## config.mk

```make
export PLATFORM = sky130hd
export DESIGN_NAME = multi_timer
export DESIGN_NICKNAME = d
export VERILOG_FILES = /design/src/rtl/multi_timer_pkg.sv /design/src/rtl/multi_timer_channel.sv /design/src/rtl/multi_timer.sv
export SDC_FILE = /design/constraint.sdc
export NUM_CORES = 1
export LEC_CHECK = 0
export BUFFER_PORTS_ARGS = -buffer_cell sky130_fd_sc_hd__buf_2
export CORE_AREA = 2 2 110 192
export CTS_CLUSTER_DIAMETER = 30
export DETAILED_ROUTE_END_ITERATION = 16
export DIE_AREA = 0 0 112 194
export PLACE_DENSITY = 0.84
export SYNTH_ARGS = -nofsm -noshare
export SYNTH_HDL_FRONTEND = slang
export SYNTH_SLANG_ARGS = --single-unit
export TNS_END_PERCENT = 100
```

## constraint.sdc

```tcl
create_clock -name clk -period 3.2 [get_ports clk]
set_input_delay 0 -clock clk [delete_from_list [all_inputs] [get_ports clk]]
set_output_delay 0 -clock clk [all_outputs]
set_load 0.01 [all_outputs]
```

## src/rtl/multi_timer_pkg.sv

```systemverilog
`default_nettype none
// ============================================================================
// Module   : multi_timer_pkg
// Purpose  : Shared register map and CTRL bit layout for the multi_timer
//            peripheral and its timer_channel sub-block.
// Contents : - OFF_* per-channel register offsets (within a 0x10 window)
//            - ADDR_STATUS global status register address
//            - CTRL_* bit positions and the packed ctrl_t view of CTRL[3:0]
//            - ctrl_word() zero-extends a ctrl_t to a 32-bit bus word
// Revision : 1.0 - initial release
// ============================================================================
package multi_timer_pkg;

    localparam logic [3:0] OFF_CTRL    = 4'h0;
    localparam logic [3:0] OFF_COUNT   = 4'h4;
    localparam logic [3:0] OFF_VALUE   = 4'h8;
    localparam logic [3:0] OFF_PRESC   = 4'hC;
    localparam logic [7:0] ADDR_STATUS = 8'h80;

    localparam int CTRL_EN   = 0;
    localparam int CTRL_IE   = 1;
    localparam int CTRL_PEND = 2;
    localparam int CTRL_MODE = 3;

    // Field order mirrors the CTRL register so the struct casts directly to
    // CTRL[3:0] (mode is the MSB, en the LSB).
    typedef struct packed {
        logic mode;
        logic pend;
        logic ie;
        logic en;
    } ctrl_t;

    function automatic logic [31:0] ctrl_word(input ctrl_t c);
        return {28'd0, c};
    endfunction

endpackage
`default_nettype wire

```

## src/rtl/multi_timer_channel.sv

```systemverilog
`default_nettype none
// ============================================================================
// Module   : timer_channel
// Purpose  : One count-up timer channel: CTRL/VALUE/PRESC registers,
//            prescaler, counter and expiry logic.
// Ports    : clk, rstn       - clock, synchronous active-low reset
//            wr_ctrl_i       - write strobe for CTRL
//            wr_value_i      - write strobe for VALUE
//            wr_presc_i      - write strobe for PRESC
//            status_clr_i    - W1C of this channel's bit in STATUS
//            wdata_i[31:0]   - bus write data
//            ctrl_o          - EN/IE/PEND/MODE state
//            count_o, value_o, presc_o - register read-back
//            irq_o           - PEND & IE
// Revision : 1.0 - initial release
// ============================================================================
module timer_channel
    import multi_timer_pkg::*;
#(
    parameter int CNT_WIDTH = 32,
    parameter int PRE_WIDTH = 16
) (
    input  logic                 clk,
    input  logic                 rstn,
    input  logic                 wr_ctrl_i,
    input  logic                 wr_value_i,
    input  logic                 wr_presc_i,
    input  logic                 status_clr_i,
    input  logic [31:0]          wdata_i,
    output ctrl_t                ctrl_o,
    output logic [CNT_WIDTH-1:0] count_o,
    output logic [CNT_WIDTH-1:0] value_o,
    output logic [PRE_WIDTH-1:0] presc_o,
    output logic                 irq_o
);

    localparam logic [CNT_WIDTH-1:0] CNT_ONE = 1;
    localparam logic [PRE_WIDTH-1:0] PRE_ONE = 1;

    ctrl_t                ctrl_q,    ctrl_d;
    logic [CNT_WIDTH-1:0] count_q,   count_d;
    logic [CNT_WIDTH-1:0] value_q,   value_d;
    logic [PRE_WIDTH-1:0] presc_q,   presc_d;
    logic [PRE_WIDTH-1:0] pre_cnt_q, pre_cnt_d;

    logic tick;
    logic expire;
    logic pend_clr;

    // Only the low CNT_WIDTH/PRE_WIDTH/CTRL bits are stored.
    logic unused_wdata;
    assign unused_wdata = ^wdata_i;

    always_comb begin
        tick     = ctrl_q.en && (pre_cnt_q == presc_q);
        // >= rather than == so a VALUE rewritten below COUNT expires at the
        // next tick instead of wrapping through the full counter range.
        expire   = tick && (count_q >= value_q);
        pend_clr = (wr_ctrl_i && wdata_i[CTRL_PEND]) || status_clr_i;

        ctrl_d    = ctrl_q;
        value_d   = value_q;
        presc_d   = presc_q;
        count_d   = '0;
        pre_cnt_d = '0;

        // A software CTRL write wins over the one-shot auto-disable.
        if (wr_ctrl_i) begin
            ctrl_d.en   = wdata_i[CTRL_EN];
            ctrl_d.ie   = wdata_i[CTRL_IE];
            ctrl_d.mode = wdata_i[CTRL_MODE];
        end else if (expire && !ctrl_q.mode) begin
            ctrl_d.en = 1'b0;
        end

        // A hardware set wins over a same-cycle W1C.
        if (expire) begin
            ctrl_d.pend = 1'b1;
        end else if (pend_clr) begin
            ctrl_d.pend = 1'b0;
        end

        if (wr_value_i) begin
            value_d = wdata_i[CNT_WIDTH-1:0];
        end
        if (wr_presc_i) begin
            presc_d = wdata_i[PRE_WIDTH-1:0];
        end

        // Counters advance only while running now and next cycle; any other
        // case leaves them at 0, which also makes a 0->1 enable start clean.
        if (ctrl_q.en && ctrl_d.en) begin
            if (tick) begin
                pre_cnt_d = '0;
                count_d   = expire ? '0 : (count_q + CNT_ONE);
            end else begin
                pre_cnt_d = pre_cnt_q + PRE_ONE;
                count_d   = count_q;
            end
        end
    end

    always_ff @(posedge clk) begin
        if (!rstn) begin
            ctrl_q    <= '0;
            count_q   <= '0;
            value_q   <= '0;
            presc_q   <= '0;
            pre_cnt_q <= '0;
        end else begin
            ctrl_q    <= ctrl_d;
            count_q   <= count_d;
            value_q   <= value_d;
            presc_q   <= presc_d;
            pre_cnt_q <= pre_cnt_d;
        end
    end

    assign ctrl_o  = ctrl_q;
    assign count_o = count_q;
    assign value_o = value_q;
    assign presc_o = presc_q;
    assign irq_o   = ctrl_q.pend && ctrl_q.ie;

endmodule
`default_nettype wire

```

## src/rtl/multi_timer.sv

```systemverilog
`default_nettype none
// ============================================================================
// Module   : multi_timer
// Purpose  : NUM_CH-channel count-up timer on the simple peripheral bus.
//            Address decode, combinational read mux and interrupt reduction;
//            per-channel state lives in timer_channel.
// Ports    : clk, rstn        - clock, synchronous active-low reset
//            data_i[31:0]     - write data
//            addr_i[31:0]     - byte address, [7:0] decoded
//            we_i             - write strobe
//            data_o[31:0]     - combinational read data (0 while in reset)
//            int_vec_o        - per-channel PEND & IE
//            int_sig_o        - OR of int_vec_o
// Revision : 1.0 - initial release
// ============================================================================
module multi_timer
    import multi_timer_pkg::*;
#(
    parameter int NUM_CH    = 2,
    parameter int CNT_WIDTH = 32,
    parameter int PRE_WIDTH = 16
) (
    input  logic              clk,
    input  logic              rstn,
    input  logic [31:0]       data_i,
    input  logic [31:0]       addr_i,
    input  logic              we_i,
    output logic [31:0]       data_o,
    output logic [NUM_CH-1:0] int_vec_o,
    output logic              int_sig_o
);

    localparam logic [3:0] NUM_CH_W = 4'(NUM_CH);

    logic [7:0] addr_lo;
    logic [2:0] sel_ch;
    logic [3:0] sel_off;
    logic       chan_hit;
    logic       status_hit;

    logic unused_addr;
    assign unused_addr = ^addr_i[31:8];

    assign addr_lo    = addr_i[7:0];
    assign sel_ch     = addr_lo[6:4];
    assign sel_off    = addr_lo[3:0];
    // Channel windows occupy 0x00..0x7F; windows beyond NUM_CH are holes.
    assign chan_hit   = !addr_lo[7] && ({1'b0, sel_ch} < NUM_CH_W);
    assign status_hit = (addr_lo == ADDR_STATUS);

    ctrl_t                ch_ctrl  [NUM_CH];
    logic [CNT_WIDTH-1:0] ch_count [NUM_CH];
    logic [CNT_WIDTH-1:0] ch_value [NUM_CH];
    logic [PRE_WIDTH-1:0] ch_presc [NUM_CH];
    logic [NUM_CH-1:0]    pend_vec;

    generate
        for (genvar c = 0; c < NUM_CH; c++) begin : g_ch
            logic this_ch;
            logic wr_ctrl;
            logic wr_value;
            logic wr_presc;
            logic status_clr;

            assign this_ch    = chan_hit && (sel_ch == 3'(c));
            assign wr_ctrl    = we_i && this_ch && (sel_off == OFF_CTRL);
            assign wr_value   = we_i && this_ch && (sel_off == OFF_VALUE);
            assign wr_presc   = we_i && this_ch && (sel_off == OFF_PRESC);
            assign status_clr = we_i && status_hit && data_i[c];

            timer_channel #(
                .CNT_WIDTH (CNT_WIDTH),
                .PRE_WIDTH (PRE_WIDTH)
            ) u_ch (
                .clk          (clk),
                .rstn         (rstn),
                .wr_ctrl_i    (wr_ctrl),
                .wr_value_i   (wr_value),
                .wr_presc_i   (wr_presc),
                .status_clr_i (status_clr),
                .wdata_i      (data_i),
                .ctrl_o       (ch_ctrl[c]),
                .count_o      (ch_count[c]),
                .value_o      (ch_value[c]),
                .presc_o      (ch_presc[c]),
                .irq_o        (int_vec_o[c])
            );

            assign pend_vec[c] = ch_ctrl[c].pend;
        end
    endgenerate

    always_comb begin
        data_o = '0;
        if (rstn) begin
            if (status_hit) begin
                data_o[NUM_CH-1:0] = pend_vec;
            end else if (chan_hit) begin
                for (int c = 0; c < NUM_CH; c++) begin
                    if (sel_ch == 3'(c)) begin
                        case (sel_off)
                            OFF_CTRL:  data_o = ctrl_word(ch_ctrl[c]);
                            OFF_COUNT: data_o[CNT_WIDTH-1:0] = ch_count[c];
                            OFF_VALUE: data_o[CNT_WIDTH-1:0] = ch_value[c];
                            OFF_PRESC: data_o[PRE_WIDTH-1:0] = ch_presc[c];
                            default:   data_o = '0;
                        endcase
                    end
                end
            end
        end
    end

    assign int_sig_o = |int_vec_o;

endmodule
`default_nettype wire

```

Word level (Yosys, flattened, before mapping). Index checks and enable logic that the tools add are counted.

Add/subtract/negate cells: 4. Multipliers: 0. Div/mod/pow operators: 0. $lt $le $gt $ge: 3. Equal/unequal tests: 7. Shift-type cells: 0. Mux-type cells: 20. Bitwise logic cells: 3. Reductions and logical operators: 40.

Operator list (number): 32-bit 2-to-1 mux (6); 16-bit case mux with 4 select lines (2); 32-bit by 1-bit adder with 32-bit output (second input constant) (2); 32-bit greater-or-equal comparator (2); 16-bit case mux with 3 select lines (1); 16-bit by 1-bit adder with 16-bit output (second input constant) (2); 16-bit == test (2); 16-bit case mux with 2 select lines (1); 30-bit 2-to-1 mux (1); 1-bit logical AND (26); 4-bit == test (second input constant) (2); 8-bit == test (second input constant) (1); 1-bit 2-to-1 mux (8); 3-bit OR reduction (2); 4-bit by 3-bit == test with 1-bit output (second input constant) (1); 4-bit logical NOT (1); 2-bit AND reduction (2); 2-bit nonzero test (2); 3-bit by 1-bit == test with 1-bit output (second input constant) (1); 1-bit logical NOT (3); 3-bit logical NOT (1); 3-bit by 2-bit less-than comparator with 1-bit output (second input constant) (1); 1-bit inverter (3); 1-bit logical OR (2); 2 further kinds (2).

Bits in registers: 200. Bits in latches: 0. Bits in writable memories: 0. Bits in read-only memories: 0. Input bits: 67. Output and inout bits: 35. Logic and storage cells: 93. Memories kept: 0.

Logic depth before layout (Yosys ltp). Gate-level depths: netlist (run 1).

Depth in word-level cells: 9. Gate-level depth with buffers: 11. Mapped depth without buffers: 8.

Hierarchy. Synthesis (run 1) repeated with hierarchy kept, for this count alone.

Cells, all modules: 1386. Area, all modules: 12104.1 um2.

By module, submodules not included: timer_channel (instances 2, cells an instance 571, area an instance 5220.0 um2, sequential area each 2001.9 um2); multi_timer (instances 1, cells an instance 244, area an instance 1664.1 um2, sequential area each 0.0 um2).

Worst setup path before layout (run 1). OpenSTA, ideal clock, no wires.

Path kind: register -> register. Start point: register g_ch[0].u_ch.count_q[0]. End point: register g_ch[0].u_ch.count_q[22]. Setup time: 0.078 ns. Arrival time: 2.308 ns. Data required time: 3.122 ns. Path slack: 0.814 ns. Cell stages (with the launch flop): 11. Buffers on the path: 2. Period minus slack after synthesis: 2.386 ns. Cells stage by stage: dfxtp_1 > inv_1 > ha_1 > nand2b_1 > a2111oi_0 > nor4b_1 > o41ai_4 > a21oi_2 > buf_2 > buf_6 > nor3_1.

Word-level cells in the longest chain between the ends: 7. Elaborated cells between the ends (all ways): 9. Classes of those cells: add/sub (1); order compare (1); mux (3); reduce/logical (4).

Ends and longest elaborated chain: start, declared (RTL line multi_timer_channel.sv:41) `logic [CNT_WIDTH-1:0] count_q, count_d;`; start signal, assigned (RTL line multi_timer_channel.sv:112) `count_q <= count_d;`; 32-bit greater-or-equal comparator (RTL line multi_timer_channel.sv:58) `expire = tick && (count_q >= value_q);`; 1-bit logical AND (RTL line multi_timer_channel.sv:58); 1-bit logical AND (RTL line multi_timer_channel.sv:72) `end else if (expire && !ctrl_q.mode) begin`; 1-bit 2-to-1 mux (RTL line multi_timer_channel.sv:72); 1-bit 2-to-1 mux (RTL line multi_timer_channel.sv:68) `if (wr_ctrl_i) begin`; 1-bit logical AND (RTL line multi_timer_channel.sv:92) `if (ctrl_q.en && ctrl_d.en) begin`; 2-bit AND reduction (no line).

Parallel ways exist; a longest one is shown, timed or not. A chain may end at the register's enable or synchronous reset.

Final worst setup path (run 1).
Start point: register g_ch[1].u_ch.value_q[13]. End point: register g_ch[1].u_ch.count_q[17].

Word-level cells in the longest chain between the ends: 7. Elaborated cells between the ends (all ways): 8. Classes of those cells: order compare (1); mux (3); reduce/logical (4).

Ends and longest elaborated chain: start, declared (RTL line multi_timer_channel.sv:42) `logic [CNT_WIDTH-1:0] value_q, value_d;`; start signal, assigned (RTL line multi_timer_channel.sv:113) `value_q <= value_d;`; 32-bit greater-or-equal comparator * (RTL line multi_timer_channel.sv:58); 1-bit logical AND * (RTL line multi_timer_channel.sv:58); 1-bit logical AND (RTL line multi_timer_channel.sv:72); 1-bit 2-to-1 mux (RTL line multi_timer_channel.sv:72); 1-bit 2-to-1 mux (RTL line multi_timer_channel.sv:68); 1-bit logical AND (RTL line multi_timer_channel.sv:92); 2-bit AND reduction (no line); end signal, assigned (RTL line multi_timer_channel.sv:112); end, declared (RTL line multi_timer_channel.sv:41).

Mark *: on every way between the ends. The rest lies on a longest branch, timed or not.

==> results of run 1 <==
## cell usage after synthesis, types with 7 or more instances
cell,count
nor3_2,15
nor4_1,42
o21ai_0,8
and3_1,17
nand4_1,44
a221o_1,24
buf_2,13
nor3_1,79
o21a_1,7
a222oi_1,8
inv_1,79
nand2_1,270
dfxtp_1,200
ha_1,68
and2_1,24
a22oi_1,32
a21oi_1,47
nor2_1,63
and4_1,10
nand3_1,57
a21boi_0,95
xnor2_1,83
clkbuf_1,64
xor2_1,31
o22ai_1,28
## state kept, by name (all words and copies together) (netlist names)
name	cells
g_ch.u_ch.presc_o	32
g_ch.u_ch.count_o	64
g_ch.u_ch.pre_cnt_q	32
g_ch.u_ch.value_o	64
g_ch.u_ch.ctrl_o	8
## cell usage in the layout (no fill, tap or decap), types with 32 or more instances in the layout
master,instances
xnor2_1,83
dfxtp_1,200
a21oi_1,46
nor2_1,62
dlygate4sd3_1,36
buf_4,54
nor3_1,78
ha_1,68
nand4_1,44
nand3_1,57
nor4_1,41
inv_1,79
nand2_1,270
buf_2,77
a21boi_0,95
a22oi_1,32
## through the flow
step | hold slack (ns) | cell area (µm²)
floorplan | 0.135 | 12000
global placement | 0.272 | 12700
detailed placement | 0.276 | 12700
CTS | 0.118 | 13700
global route | 0.165 | 13700
finish | 0.154 | 13700
## critical path: cells and delay by family, from the launching register on
kind | cells | cell delay [ns]
compound gates | 3 | 1.07
simple gates | 3 | 0.66
flops | 1 | 0.39
buf+inv | 2 | 0.33
fa+ha+maj | 1 | 0.29
## power breakdown
group          internal [mW]  switching [mW]  total [mW]  leakage, nW
registers               2.49         0.00169        2.49         1.61
logic                 0.0974           0.148       0.246         2.74
clock network           1.33           0.974        2.30        0.291
## layer usage
metal	vias up	track usage [%]	routed length (µm)	share of wire [%]
met3	212	6.22	2750	7.2
li1	5494	-	-	-
met1	5675	35.8	13300	35
met2	684	60.1	19200	50
met5	-	0	0	0
met4	0	25.0	3080	8.0
## cell families (layout without fill, tap and decap cells)
logic type	Yosys count	after routing
mux	2	2
xor+xnor	114	114
buf+inv	169	278
flops	200	200
fa+ha+maj	68	68
compound gates	288	288
simple gates	655	655
## how the worst min path moves through the flow
stage / to
after global routing: g_ch[1].u_ch.ctrl_o[3]
after detailed placement: g_ch[1].u_ch.value_o[26]
final: g_ch[1].u_ch.ctrl_o[1]
after CTS: g_ch[1].u_ch.ctrl_o[2]
after floorplan: g_ch[0].u_ch.presc_o[11]
after global placement: g_ch[1].u_ch.value_o[24]
## layout make-up
type | instances | area [µm²] | share of cell area (%)
Multi-Input combinational cell | 1127 | 7300 | 53.3
Tap cell | 248 | 310 | 2.27
Timing Repair Buffer | 168 | 1170 | 8.56
Inverter | 79 | 297 | 2.17
Clock inverter | 8 | 146 | 1.07
Clock buffer | 23 | 458 | 3.35
Sequential cell | 200 | 4000 | 29.3
## timing repair
| action | CTS | global route |
|---|---|---|
| gates resized for setup | 0 | 1 |
| endpoints found under the hold margin | 101 | 0 |
| setup buffers | 0 | 0 |
| setup endpoints to repair | 0 | 10 |
| hold buffers | 36 | 0 |
==> results by group, run 1 <==
Finish
  • Final std cells w/o fill: 1853
  • P&R area growth vs syn: 14.5%
  • Number of antenna repair diodes: 0
  • Layout cells sized above 1: between 10% and 20%
  • Nets: roughly 1700
  • Fillers: around 1600
  • Final Util: between 60% and 70%

Floorplanning
  • Die area: 21700 µm²
  • Starting density of the core: approximately three fifths
  • Cell Rows: 69
  • I/O pin cnt: 102
  • Die width: between 100 and 150 µm
  • Die Ht: 194 µm
  • Placeable Area: a little over 20000 µm²

Timing
  • Slew Limit Fails: 0
  • Layout Skew: 0.0115 ns
  • Final setup TNS: 0 ns
  • Headroom to the max-slew limit: approximately 30%
  • Fin crit share: between 80% and 90%
  • RSZ-0062 raised after global routing: no
  • Minimum clock period: approximately 2.9 ns
  • Peak Freq: between 300 and 400 MHz
  • Setup-failing EPs final: 0
  • Final hold vios: 0
  • PnR worst setup slack: between 0.3 and 0.4 ns
  • Worst Tran Pin Value: approximately 1.0 ns

Logic synthesis
  • Synth Area in Compound Gates: around 18%
  • Cell taking the most area after synthesis: dfxtp_1
  • Ys async rst share: 0%
  • Netlist cell types: 66
  • Ys Warns: 0
  • Area contributors post-synth: dfxtp_1, nand2_1, ha_1, xnor2_1, a21boi_0
  • Mapped Nets: 1631
  • Post-synthesis average cell area: 7.99 µm²
  • Post-Synthesis Cells: roughly 1500
  • Simple-gate share of the synthesized area: 27.3%
  • Main combinational cell family by area after synthesis: simple AND/OR/NAND/NOR gates
  • Number of synthesized flops with an enable pin: 0
  • Seq/Total Area, Yosys: about 34%
  • Post-Synth XOR/XNOR Area: under 10%
  • Adder-cell area share of the yosys netlist: under 10%
  • Synth Cell Area: 12000 µm²
  • Main synth FF type: dfxtp_1
  • Mux contribution to synthesized area: less than 1%
  • Share of the synthesized area in the top cell type: between 30% and 40%
  • FF+latch count, synth: 200

Critical path
  • Crit path max-delay cell type: a21oi_2
  • R2R cell count: 9
  • RR Startpoint: g_ch[1].u_ch.value_o[13]
  • Crit path from: g_ch[1].u_ch.value_o[13]
  • Critical Path RT: between 3 and 4 ns
  • Arrival @ worst endpoint: about 3.2 ns
  • CP Max Fanout: 17
  • Crit start category: register
  • Crit Path Class: register to register
  • Critical Path End: g_ch[1].u_ch.count_o[17]
  • Internal reg-to-reg setup slack: approximately 0.32 ns
  • Max incr delay on CP: roughly 0.65 ns
  • Worst Setup End Kind: register
  • R2r endpoint: g_ch[1].u_ch.count_o[17]
  • Worst path cell trace: inv_1 > ha_1 > nand4_1 > nor4_1 > a311o_1 > o21bai_1 > a21oi_2 > buf_12 > nor3_1

Pwr
  • PwrDens: 368 nW/µm²
  • Leak: about 4.6 nW
  • Total power: roughly 5.0 mW
  • Max VDD drop: around 380 µV

GRT
  • Initial antenna violation count: 0
  • Grt total ovfl: 0
  • Vias in the first global route: about 12000
  • Largest net degree at the start of global routing: 81
  • Global-route wire length before repair: 59.6 mm
  • GRT Util Overall: 34.1%

Clocking
  • TritonCTS clock tree: built
  • Clock-pin slew on the worst setup and hold paths: 0.07 ns
  • Clk_lat worst skew: around 0.45 ns
  • Root Driver: clkbuf_16
  • Clock buffer depth: 2
  • # H-tree levels: 4
  • CTS Buf Count: 17
  • Sink Count: 200

Run
  • Max-cap viol count: 0

Min path
  • HP Start: addr_i[0]
  • Worst Hold Path Cells: 5
  • Hold Crit Class: primary input to register

Drt
  • Drt drc: 0
  • First-pass iteration count of the detailed router: 8
  • Wirelength, routed: around 38 mm
  • Via-per-instance ratio: 6.51
  • Post-DRT Antenna Nets: 0
  • Vias: 12100
  • DR WL/cell: 20.7 µm
  • Iter 0 DRT Violations: roughly 1300

Placement
  • GPL Wtd Cong: 0.941
  • Placed wire-length estimate: 27.0 mm
  • Placed insts: between 1500 and 2000
  • DP Worst Slack: between 0.2 and 0.3 ns
  • I/O Buffers: between 70 and 80

Run status
  • Outcome: finished clean
Power figures use the tool's default switching activity.
==> run 2: changes to the inputs <==
CORE_AREA = 2 2 130 163   (was 2 2 110 192)
DIE_AREA = 0 0 132 165   (was 0 0 112 194)
==> run 2 against run 1 <==
Compared with the run above:
- worst hold slack got worse by 0.11 ns
- critical path depth increased by 1
- register-to-register slack improved by 0.21 ns
- critical path type unchanged
- critical endpoint is now g_ch[0].u_ch.ctrl_o[0]
- largest cell class unchanged
- largest power group unchanged
==> results by group, run 2 (same netlist as run 1, synthesis figures left out) <==
Placement
  • I/O Buffers: 77 (unchanged)
  • DP Worst Slack: 0.587 ns (+0.315 ns)
  • Placed insts: 1788 (+0.11%)
  • GPL Wtd Cong: 0.926 (-1.6%)
  • Placed Area: 12600 µm² (-1.1%)
  • Placed wire-length estimate: 24.8 mm (-8.3%)

GRT
  • Global-route wire length before repair: 56.8 mm (-4.6%)
  • Grt total ovfl: 0 (unchanged)
  • Largest net degree at the start of global routing: 103 (+27%)
  • GRT Util Overall: 32.4% (-1.7 points)
  • Vias in the first global route: 11300 (-4.1%)
  • Initial antenna violation count: 0 (unchanged)

Timing
  • PnR worst setup slack: 0.538 ns (+0.214 ns)
  • Final setup TNS: 0 ns (unchanged)
  • RSZ-0062 raised after global routing: no
  • Worst Tran Pin Value: 1.04 ns (-0.000407 ns)
  • Layout Skew: 0.0122 ns (+0.000788 ns)
  • Slew Limit Fails: 0 (unchanged)
  • Headroom to the max-slew limit: 30.5% (about the same)
  • Final hold vios: 0 (unchanged)
  • Fin crit share: 83.2% (-6.7 points)
  • Peak Freq: 376 MHz (+8.1%)
  • Setup-failing EPs final: 0 (unchanged)
  • Minimum clock period: 2.66 ns (-0.214 ns)

Finish
  • Fillers: 1649 (+0.79%)
  • Most common cell after layout, fill and taps aside: nand2_1
  • Final std cells w/o fill: 1853 (unchanged)
  • Commonest non-fill, non-tap cells in the layout: nand2_1, dfxtp_1, a21boi_0
  • Number of antenna repair diodes: 0 (unchanged)
  • P&R area growth vs syn: 12.8%
  • Post-route cell area: 13500 µm² (-1.5%)
  • Layout cells sized above 1: 11.6% (-0.71 points)
  • Nets: 1705 (-1.3%)

Critical path
  • Worst Setup End Kind: register
  • Crit start category: register
  • Worst path cell trace: inv_1 > ha_1 > nand2b_1 > a2111oi_0 > nor4b_1 > o41ai_4 > buf_4 > a21oi_2 > buf_4 > o31ai_1
  • CP most frequent cell: buf_4
  • Max incr delay on CP: 0.45 ns (-0.20 ns)
  • Crit path max-delay cell type: a2111oi_0
  • Arrival @ worst endpoint: 3.01 ns (-0.19 ns)
  • WP buf/inv: 3 (+1)
  • Crit path max-delay family: compound AO/OA/AOI/OAI gates
  • Critical Path RT: 3.55 ns (+0.03 ns)
  • Internal reg-to-reg setup slack: 0.54 ns (+0.21 ns)
  • CP Max Fanout: 9 (-8)
  • Crit Path Class: register to register

Min path
  • Hold Crit Class: primary input to register

Drt
  • First-pass iteration count of the detailed router: 7 (-1)
  • Wirelength, routed: 35.1 mm (-8.4%)
  • Vias: 11800 (-2.5%)
  • Post-DRT Antenna Nets: 0 (unchanged)
  • Iter 0 DRT Violations: 1177 (-7.0%)
  • DR WL/cell: 19.0 µm (-8.4%)
  • Via-per-instance ratio: 6.35 (-2.5%)
  • Drt drc: 0 (unchanged)

Floorplanning
  • Die Ht: 165 µm (-15%)
  • Die width: 132 µm (+18%)
  • Starting density of the core: 59.4% (+0.29 points)
  • Placeable Area: 20100 µm² (-0.50%)
  • Cell Rows: 58 (-16%)
  • I/O pin cnt: 102 (unchanged)
  • Die area: 21800 µm² (+0.24%)

Pwr
  • Gate power share: 4.9% (about the same)
  • Clk pwr share: 44.1% (-1.6 points)
  • Reg power frac: 51.1% (+1.6 points)
  • Leak: 4.50 nW (-3.0%)
  • Switch Pwr: 1.25 mW (+11%)
  • PwrDens: 362 nW/µm² (-1.7%)
  • Net switching fraction of the power: 25.6% (+3.3 points)
  • Pint: 3.63 mW (-7.3%)
  • Max VDD drop: 416 µV (+10%)

Clocking
  • Sink Count: 200 (unchanged)
  • CTS Buf Count: 17 (unchanged)
  • # H-tree levels: 4 (unchanged)
  • CTS resizes: 0 (unchanged)
  • Clock-pin slew on the worst setup and hold paths: 0.08 ns (about the same)
  • TritonCTS clock tree: built
  • Root Driver: clkbuf_16
  • Clk_lat worst skew: 0.45 ns (about the same)
  • Clock buffer depth: 2 (unchanged)

Run
  • Max-cap viol count: 0 (unchanged)

Run status
  • Outcome: finished clean
==> run 2: cell count changes in the layout (fill, tap and decap cells not counted), moves of 2 or more <==
cell           delta
bufinv_16         -4
clkbuf_1          -5
clkinv_8          +2
inv_8             +5
buf_4            -19
inv_6             +4
dlygate4sd3_1     -3
==> run 2: final cells by class <==
class / instances / area, µm² / area share [%]
tap: 270 / 338 / 2.51
sequential: 200 / 4000 / 29.7
multi-input combinational: 1127 / 7290 / 54.1
inverter: 79 / 297 / 2.20
clock buffer: 17 / 425 / 3.15
clock inverter: 15 / 150 / 1.11
timing repair buffer: 145 / 978 / 7.26
==> run 2: power by group through the flow <==
stage	clock network (mW)	logic (mW)	registers [mW]
final	2.15	0.238	2.49
after global routing	2.26	0.248	2.49
after CTS	2.16	0.227	2.49
after detailed placement	0	0.196	2.55
after global placement	0	0.194	2.55
after floorplan	0	0.106	2.55
==> run 2: per-stage QoR <==
step	hold slack [ns]	total power, mW	utilization, %
after floorplan	0.135	2.65	-
after global placement	0.275	2.74	62.6
after detailed placement	0.280	2.74	62.6
after CTS	0.0251	4.87	67.1
after global routing	0.0545	4.99	67.1
final	0.0437	4.88	67.1
==> run 2: tightest hold or removal path, stage by stage <==
cell and delay, ns:
buf_2 0.17, a31oi_1 0.11, o21a_1 0.16
==> run 2: worst paths after layout <==
path | to | startpoint | cells past startpoint
setup / recovery | g_ch[0].u_ch.ctrl_o[0] | g_ch[0].u_ch.count_o[0] | 10
hold / removal | g_ch[1].u_ch.ctrl_o[2] | we_i | 3
setup reg to reg | g_ch[0].u_ch.ctrl_o[0] | g_ch[0].u_ch.count_o[0] | 10
hold reg to reg | g_ch[0].u_ch.value_o[14] | g_ch[0].u_ch.value_o[14] | 2
==> run 2: what timing repair did <==
action / CTS / global route
hold buffers: 33 / 0
hold endpoints to repair: 102 / 0
buffers inserted: 0 / 0
==> run 2: per-layer routing <==
metal,routed length [µm],track usage [%],up-vias
met3,2690,5.43,151
met1,13600,38.7,5526
met4,1770,18.2,0
met5,0,0,-
li1,-,-,5457
met2,17100,55.6,629
==> run 3: changes to the inputs <==
clock period = 2.5 ns   (was 3.2 ns; I/O delays follow)
==> run 3 against run 2 <==
Compared with the run above:
- sequential power grew 28%
- global-route usage grew 1.1 points
- power grew 31%
- critical endpoint is now data_o[15]
- sequential share of layout area shrank 0.79 points
- cell area grew 2.8%
- non-clock buffer count grew 36
- sequential cell count is the same
==> results by group, run 3 (same netlist as run 1, synthesis figures left out) <==
Critical path
  • Worst Setup End Kind: primary output
  • R2R cell count: 9 (-1)
  • Critical Path RT: 2.50 ns (-1.05 ns)
  • CP Max Fanout: 22 (+13)
  • Crit Path Class: primary input to primary output
  • Crit start category: primary input
  • Arrival @ worst endpoint: 2.39 ns (-0.62 ns)

Floorplanning
  • Cell Rows: 58 (unchanged)
  • Die width: 132 µm (unchanged)
  • Placeable Area: 20100 µm² (unchanged)
  • Die area: 21800 µm² (unchanged)
  • Die Ht: 165 µm (unchanged)
  • I/O pin cnt: 102 (unchanged)
  • Starting density of the core: 59.4% (unchanged)

Timing
  • Minimum clock period: ~2.4 ns
  • Layout Skew: 0.0164 ns (+0.00412 ns)
  • Headroom to the max-slew limit: 29.3% (-1.2 points)
  • Peak Freq: 418 MHz
  • Worst Tran Pin Value: 1.06 ns (+0.0184 ns)
  • RSZ-0062 raised after global routing: no
  • Final setup TNS: 0 ns (unchanged)
  • Final hold vios: 0 (unchanged)
  • Fin crit share: 95.6%
  • PnR worst setup slack: 0.110 ns (-0.428 ns)
  • Slew Limit Fails: 0 (unchanged)
  • Setup-failing EPs final: 0 (unchanged)

Drt
  • Via-per-instance ratio: 6.34 (about the same)
  • Post-DRT Antenna Nets: 0 (unchanged)
  • DR WL/cell: 19.3 µm (+1.8%)
  • Vias: 12000 (+1.9%)
  • Iter 0 DRT Violations: 1461 (+24%)
  • Wirelength, routed: 36.5 mm (+3.9%)
  • Drt drc: 0 (unchanged)
  • First-pass iteration count of the detailed router: 9 (+2)

Pwr
  • Leak: 4.72 nW (+5.0%)
  • Clk pwr share: 45.2% (+1.1 points)
  • Switch Pwr: 1.64 mW (+31%)
  • Net switching fraction of the power: 25.6% (about the same)
  • Reg power frac: 49.9% (-1.2 points)
  • Gate power share: 4.8% (about the same)
  • Max VDD drop: 531 µV (+28%)
  • Pint: 4.75 mW (+31%)
  • PwrDens: 461 nW/µm² (+27%)

Placement
  • GPL Wtd Cong: 0.979 (+5.7%)
  • DP Worst Slack: 0.142 ns (-0.444 ns)
  • I/O Buffers: 77 (unchanged)
  • Placed wire-length estimate: 25.9 mm (+4.4%)
  • Placed Area: 12900 µm² (+2.3%)
  • Placed insts: 1824 (+2.0%)

Min path
  • Worst Hold Path Cells: 3 (unchanged)
  • Hold Crit Class: primary input to register

Finish
  • P&R area growth vs syn: 15.9%
  • Post-route cell area: 13900 µm² (+2.8%)
  • Fillers: 1564 (-5.2%)
  • Commonest non-fill, non-tap cells in the layout: nand2_1, dfxtp_1, a21boi_0
  • Area of the multi-input gates: 7340 µm² (+0.60%)
  • Nets: 1741 (+2.1%)
  • Most common cell after layout, fill and taps aside: nand2_1
  • FF+latch area: 4010 µm² (about the same)
  • Layout cells sized above 1: 14.0% (+2.4 points)
  • Final std cells w/o fill: 1890 (+2.0%)

Clocking
  • Root Driver: clkbuf_16
  • Post-CTS Setup Inserts: 0 (unchanged)
  • TritonCTS clock tree: built
  • Clock buffer depth: 2 (unchanged)
  • CTS Buf Count: 17 (unchanged)
  • Clk_lat worst skew: 0.46 ns (about the same)
  • Clock-pin slew on the worst setup and hold paths: 0.07 ns (about the same)
  • # H-tree levels: 4 (unchanged)
  • Sink Count: 200 (unchanged)

GRT
  • Global-route wire length before repair: 58.3 mm (+2.7%)
  • Vias in the first global route: 11600 (+2.6%)
  • Largest net degree at the start of global routing: 62 (-40%)
  • Initial antenna violation count: 1 (+1)
  • Grt total ovfl: 0 (unchanged)
  • GRT Util Overall: 33.5% (+1.1 points)

Run
  • Max-cap viol count: 0 (unchanged)

Run status
  • Outcome: finished clean
[run 3: cell count changes in the layout (fill, tap and decap cells not counted), moves of 2 or more]
cell / change
buf_12: +2
inv_8: -2
nor4_2: +2
nor4_1: -3
buf_4: +34
[run 3: what timing repair did]
action	CTS	global route
gates resized for setup	0	9
endpoints found under the hold margin	101	0
hold buffers	33	0
setup endpoints to repair	0	31
[run 3: worst max-delay path, stage by stage]
cell,delay (ns)
dlygate4sd3_1,0.52
buf_2,0.36
and2_0,0.18
buf_4,0.18
nand2_1,0.38
nor3_1,0.54
buf_2,0.22
[run 3: per-layer routing]
| layer | track usage [%] | up-vias | share of wire [%] |
|---|---|---|---|
| met5 | 0 | - | 0 |
| met4 | 17.8 | 0 | 5.3 |
| met3 | 5.37 | 159 | 7.9 |
| met2 | 60.2 | 642 | 49 |
| met1 | 38.3 | 5658 | 38 |
| li1 | - | 5528 | - |
[run 3: through the flow]
stage	utilization [%]	total power [mW]	hold WS, ns
4_1_cts	68.7	6.36	0.0146
5_1_grt	68.9	6.51	0.0186
2_1_floorplan	-	3.40	0.135
6_report	68.9	6.38	0.0181
3_3_place_gp	64.0	3.51	0.274
3_5_place_dp	64.0	3.51	0.279
[run 3: path summary, 6_finish.rpt]
| check | end | slack [ns] | startpoint |
|---|---|---|---|
| setup / recovery | data_o[15] | 0.11 | rstn |
| hold / removal | g_ch[1].u_ch.ctrl_o[2] | 0.02 | we_i |
| setup reg to reg | g_ch[1].u_ch.ctrl_o[2] | 0.16 | g_ch[1].u_ch.count_o[0] |
| hold reg to reg | g_ch[1].u_ch.value_o[16] | 0.48 | g_ch[1].u_ch.value_o[16] |
[run 3: power by group through the flow]
stage | registers [mW] | logic [mW] | clock network [mW]
after floorplan | 3.26 | 0.136 | 0
after global placement | 3.26 | 0.250 | 0
after detailed placement | 3.26 | 0.253 | 0
after CTS | 3.19 | 0.294 | 2.88
after global routing | 3.19 | 0.322 | 3.00
final | 3.19 | 0.309 | 2.89
[run 3: final cells by class]
type	count	share of cell area [%]
antenna	1	0.0181
clock buffer	17	3.07
clock inverter	15	1.29
inverter	79	2.14
multi-input combinational	1127	52.9
sequential	200	28.9
tap	270	2.44
timing repair buffer	181	9.19
